**config.mk**
```make
export PLATFORM = sky130hd
export DESIGN_NAME = line_rasterizer
export DESIGN_NICKNAME = d
export VERILOG_FILES = /design/src/rtl/line_rasterizer.sv
export SDC_FILE = /design/constraint.sdc
export NUM_CORES = 1
export LEC_CHECK = 0
export ABC_AREA = 1
export CORE_MARGIN = 2
export CORE_UTILIZATION = 30
export CTS_CLUSTER_SIZE = 12
export DETAILED_ROUTE_END_ITERATION = 12
export SLEW_MARGIN = 10
export SYNTH_ARGS = -nofsm -noshare
export SYNTH_HDL_FRONTEND = slang
export SYNTH_SLANG_ARGS = --single-unit
```
**constraint.sdc**
```tcl
create_clock -name clk -period 13.7 [get_ports clk]
set_input_delay 2.74 -clock clk [delete_from_list [all_inputs] [get_ports clk]]
set_output_delay 2.74 -clock clk [all_outputs]
set_load 0.02 [all_outputs]
```
**src/rtl/line_rasterizer.sv**
```systemverilog
// rtl/line_rasterizer.sv - Bresenham line rasterizer emitting one pixel write per accepted handshake
//
// Loads a colour and two endpoints while idle, then on a trigger walks the
// line from the lower-major endpoint to the other one, presenting each pixel
// as a byte address in a 1024x1024, 4-byte-per-pixel frame plus the colour.
//
// Ports:
//   clk, rst                    clock, synchronous active-high reset
//   LE_color[31:0]              line colour, copied to px_data
//   LE_point[19:0]              point {x[9:0], y[9:0]}
//   LE_color_valid              load colour
//   LE_point0_valid             load P0
//   LE_point1_valid             load P1 (also honoured on the trigger cycle)
//   LE_trigger                  start a line, latches LE_frame
//   LE_frame[31:0]              frame base byte address
//   LE_ready                    high only while idle
//   px_valid / px_ready         pixel write handshake
//   px_addr[31:0]               frame + {y, x, 2'b00}
//   px_data[31:0]               pixel colour
//   line_done                   one-cycle pulse after the last pixel
//
// Optional feature: define LINE_CLIP_EN to suppress pixels with x>=800 or
// y>=600; suppressed pixels still consume one iterator step per cycle.

module line_rasterizer (
    input  logic        clk,
    input  logic        rst,
    input  logic [31:0] LE_color,
    input  logic [19:0] LE_point,
    input  logic        LE_color_valid,
    input  logic        LE_point0_valid,
    input  logic        LE_point1_valid,
    input  logic        LE_trigger,
    input  logic [31:0] LE_frame,
    output logic        LE_ready,
    output logic        px_valid,
    input  logic        px_ready,
    output logic [31:0] px_addr,
    output logic [31:0] px_data,
    output logic        line_done
);

    localparam logic [1:0] IDLE  = 2'd0;
    localparam logic [1:0] SETUP = 2'd1;
    localparam logic [1:0] DRAW  = 2'd2;

    logic [1:0]         state;
    logic [31:0]        color_r;
    logic [19:0]        p0_r;
    logic [19:0]        p1_r;
    logic [31:0]        frame_r;
    logic signed [11:0] err_r;
    logic [9:0]         maj_r;
    logic [9:0]         min_r;
    logic [9:0]         maj_end_r;
    logic [10:0]        dx_r;
    logic [10:0]        dy_r;
    logic               ystep_neg_r;
    logic               steep_r;
    logic               line_done_r;

    // Setup datapath: all values derive from the registered endpoints.
    logic signed [10:0] sx0, sy0, sx1, sy1, ddx, ddy, adx, ady;
    logic               steep_s, swap_s, ystep_neg_s;
    logic [9:0]         a0, b0, a1, b1, ma0, mi0, ma1, mi1;
    logic [10:0]        dx_s, dy_s;

    always_comb begin
        sx0 = {1'b0, p0_r[19:10]};
        sy0 = {1'b0, p0_r[9:0]};
        sx1 = {1'b0, p1_r[19:10]};
        sy1 = {1'b0, p1_r[9:0]};
        ddx = sx1 - sx0;
        ddy = sy1 - sy0;
        adx = ddx[10] ? -ddx : ddx;
        ady = ddy[10] ? -ddy : ddy;
        steep_s = ady > adx;
        // a* is the major coordinate, b* the minor one
        a0 = steep_s ? p0_r[9:0]   : p0_r[19:10];
        b0 = steep_s ? p0_r[19:10] : p0_r[9:0];
        a1 = steep_s ? p1_r[9:0]   : p1_r[19:10];
        b1 = steep_s ? p1_r[19:10] : p1_r[9:0];
        swap_s = a0 > a1;
        ma0 = swap_s ? a1 : a0;
        mi0 = swap_s ? b1 : b0;
        ma1 = swap_s ? a0 : a1;
        mi1 = swap_s ? b0 : b1;
        dx_s = {1'b0, ma1} - {1'b0, ma0};
        dy_s = (mi1 >= mi0) ? ({1'b0, mi1} - {1'b0, mi0}) : ({1'b0, mi0} - {1'b0, mi1});
        ystep_neg_s = mi1 < mi0;
    end

    // Iterator step
    logic signed [11:0] err_dec, err_nxt;
    logic [9:0]         min_nxt;
    logic [9:0]         cur_x, cur_y;
    logic               last_px;
    logic               in_view;
    logic               drawing;
    logic               step;

    always_comb begin
        err_dec = err_r - $signed({1'b0, dy_r});
        err_nxt = err_dec[11] ? (err_dec + $signed({1'b0, dx_r})) : err_dec;
        min_nxt = min_r;
        if (err_dec[11]) begin
            min_nxt = ystep_neg_r ? (min_r - 10'd1) : (min_r + 10'd1);
        end
        cur_x   = steep_r ? min_r : maj_r;
        cur_y   = steep_r ? maj_r : min_r;
        last_px = (maj_r == maj_end_r);
        drawing = (state == DRAW);
`ifdef LINE_CLIP_EN
        in_view = (cur_x < 10'd800) && (cur_y < 10'd600);
`else
        in_view = 1'b1;
`endif
        // Off-screen pixels advance without waiting for the consumer.
        step = drawing && (in_view ? px_ready : 1'b1);
    end

    always_ff @(posedge clk) begin
        if (rst) begin
            state       <= IDLE;
            color_r     <= '0;
            p0_r        <= '0;
            p1_r        <= '0;
            frame_r     <= '0;
            err_r       <= '0;
            maj_r       <= '0;
            min_r       <= '0;
            maj_end_r   <= '0;
            dx_r        <= '0;
            dy_r        <= '0;
            ystep_neg_r <= 1'b0;
            steep_r     <= 1'b0;
            line_done_r <= 1'b0;
        end else begin
            line_done_r <= 1'b0;
            case (state)
                IDLE: begin
                    if (LE_color_valid)  color_r <= LE_color;
                    if (LE_point0_valid) p0_r    <= LE_point;
                    if (LE_point1_valid) p1_r    <= LE_point;
                    if (LE_trigger) begin
                        frame_r <= LE_frame;
                        state   <= SETUP;
                    end
                end
                SETUP: begin
                    maj_r       <= ma0;
                    min_r       <= mi0;
                    maj_end_r   <= ma1;
                    dx_r        <= dx_s;
                    dy_r        <= dy_s;
                    ystep_neg_r <= ystep_neg_s;
                    steep_r     <= steep_s;
                    err_r       <= $signed({2'b00, dx_s[10:1]});
                    state       <= DRAW;
                end
                DRAW: begin
                    if (step) begin
                        if (last_px) begin
                            state       <= IDLE;
                            line_done_r <= 1'b1;
                        end else begin
                            maj_r <= maj_r + 10'd1;
                            min_r <= min_nxt;
                            err_r <= err_nxt;
                        end
                    end
                end
                default: state <= IDLE;
            endcase
        end
    end

    assign LE_ready  = (state == IDLE);
    assign px_valid  = drawing && in_view;
    assign px_addr   = px_valid ? (frame_r + {10'd0, cur_y, cur_x, 2'b00}) : 32'd0;
    assign px_data   = px_valid ? color_r : 32'd0;
    assign line_done = line_done_r;

endmodule

```
==> flow_summary.yaml <==
setup_path:
  max_stage_delay_ns: 0.67
  crit_fanout: 56
  critPathSlowestCell: "o21ai_0"
  worst_setup_path_start_kind: "register"
  path_buf_inv: 12
  arrival_ns: 10.84
  path_common_cell: "inv_1"
  crit_type: "reg2reg"
  cp-end-kind: "register"
  critical_path_required_ns: 14.05
  crit_family: "compound AO/OA/AOI/OAI gates"
layout:
  seqCellArea_um2: 3460
  drive_above_1_share: 0.0385
  multi_input_area_um2: 8180
  area_growth_pct: 19.8
  fillers: 4757
  final_common_cell: "nand2_1"
  final_cell_mix: "337 x nand2_1, 321 x inv_1, 295 x o21ai_0, 215 x a21oi_1, 196 x nor2_1"
  nNetsFinal: 2357
  antennaDiodeCount: 0
logic_synthesis:
  synthFlopType: "dfxtp_1"
  ys_ff_latch: 173
  syn_nets: 2261
  synth_edf_count: 0
  synthArstFlopShare: 0
  avgSynthCellArea_um2: 6.47
  ys_warn_count: 0
  synth_area_um2: 13300
  synth_cell_type_count: 50
  synth_seq_area_share: 0.261
  syn_inst: 2049
global_routing:
  grt_max_degree: 68
  track_usage: 0.179
  antenna_found_initial: 0
  grt_overflow: 0
  grt_pass1_vias: 12500
  grt_pass1_wl_um: 66000
floorplanning:
  die-area_um2: 45900
  fp.dieW_um: 214
  coreArea_um2: 43900
  rows: 77
  ios: 158
  die_height_um: 214
  start_util: 0.302
sta:
  relSlewSlack: 0.285
  tightest_slew_ns: 1.07
  max_freq_ghz: 0.0953
  rsz0062_at_grt: "false"
  setup_tns_ns: 0
  setup_viol: 0
  finalCriticalPeriod_ns: 10.49
  final_max_slew_viol_count: 0
  hold_viol_final: 0
  skew_ns: 0.0171
  finalCritPeriodShare: 0.766
clocking:
  post_cts_buffers: 0
  cts_hold_buf: 0
  cts_tree: "built"
  clock_latency_ns: 0.46
  cts_inserted_buffers: 17
  clkSinkCount: 173
  root_buffer: "clkbuf_16"
  cts.clk_slew.worst_paths_ns: 0.08
  h-tree-depth: 4
  clock_path_buffers: 2
  cts.repair.resized: 0
placed_design:
  place_congestion: 0.885
  dpl.hpwl_um: 32000
  io_buffers: 157
routing:
  wire_per_inst_um: 15.1
  wl_um: 41400
  routed_via_density: 4.82
  drtIter0Drc: 888
  drt_pass1_iterations: 6
  remaining_drc_errors: 0
  ant_nets: 0
  vias: 13300
outcome:
  status: "complete, no violations"
run:
  drv_cap: 0
hold_path:
  min_path_type: "reg2reg"
==> final cells by class <==
type,count,share of cell area
Multi-Input combinational cell,1452,0.515
Sequential cell,173,0.218
Timing Repair Buffer,170,0.105
Inverter,331,0.0784
Tap cell,592,0.0466
Clock buffer,17,0.0268
Clock inverter,15,0.0105
==> worst reg2reg max path, delay by kind of cell, from the launching register on <==
family                   cells  cell delay, ns
flip-flops                   1            0.32
XOR/XNOR                     2            0.31
AND/OR/NAND/NOR             16            2.44
buffers and inverters       12            1.86
adder cells (fa/ha/maj)      5            1.51
AO/OA/AOI/OAI               17            3.90
==> flip-flops by register name, summed over array words and instances (netlist names), 10 cells and up <==
register   cells
color_r       32
frame_r       32
p0_r          20
p1_r          20
err_r         12
dx_r          11
dy_r          11
maj_end_r     10
maj_r         10
min_r         10
==> per-stage QoR <==
step | area, um^2 | cells | worst slack, ns | utilization | hold slack, ns
after floorplan | 13300 | 2049 | 5.14 | - | 0.430
final | 15900 | 2750 | 3.21 | 0.362 | 0.455
after global routing | 15900 | 2750 | 1.95 | 0.362 | 0.469
after CTS | 15900 | 2750 | 3.29 | 0.361 | 0.456
after detailed placement | 15300 | 2718 | 3.37 | 0.348 | 0.446
after global placement | 15300 | 2718 | 3.75 | 0.348 | 0.439
==> synthesized netlist by cell type, types with 2 or more instances <==
cell,number,area (um^2)
nand2_1,338,1270
inv_1,323,1210
o21ai_0,296,1480
a21oi_1,215,1080
nor2_1,197,739
dfxtp_1,173,3460
ha_1,113,1410
clkbuf_1,81,304
nand3_1,71,355
xor2_1,62,543
xnor2_1,21,184
o211ai_1,19,143
nand4_1,13,81.3
o21ai_1,12,60.1
nand2_2,11,68.8
nor3_1,11,55.1
o21bai_1,10,75.1
a31oi_1,9,56.3
fa_1,8,160
buf_1,6,22.5
inv_2,6,22.5
o31ai_1,5,37.5
a211oi_1,4,30.0
and2_1,4,25.0
buf_6,4,45.0
nand2_4,4,45.0
a21o_1,3,22.5
a221oi_1,3,26.3
a21boi_0,2,15.0
a21oi_2,2,17.5
buf_2,2,10.0
nand3_2,2,20.0
or2_2,2,12.5
==> path summary, 6_finish.rpt <==
check	startpoint	endpoint	slack (ns)	cells after the start
setup / recovery	p1_r[0]	dy_r[8]	3.21	52
setup reg to reg	p1_r[0]	dy_r[8]	3.21	52
hold / removal	color_r[27]	color_r[27]	0.46	2
hold reg to reg	color_r[27]	color_r[27]	0.46	2
==> cell families after synthesis <==
group | share of synthesized area
AO/OA/AOI/OAI | 0.233
XOR/XNOR | 0.0548
adder cells (fa/ha/maj) | 0.119
buffers and inverters | 0.123
flip-flops | 0.261
multiplexers | 0.000755
AND/OR/NAND/NOR | 0.209
==> routing by layer <==
layer	GRT usage	part of all wire	vias to the layer above	wire [um]
li1	-	-	6831	-
met4	0.0576	0.025	0	1020
met1	0.244	0.48	6014	19900
met5	0	0	-	0
met2	0.287	0.44	359	18300
met3	0.0302	0.054	56	2250
Power is not shown: default switching activity piles up to over one toggle a cycle in this logic, so the estimate is an artifact.
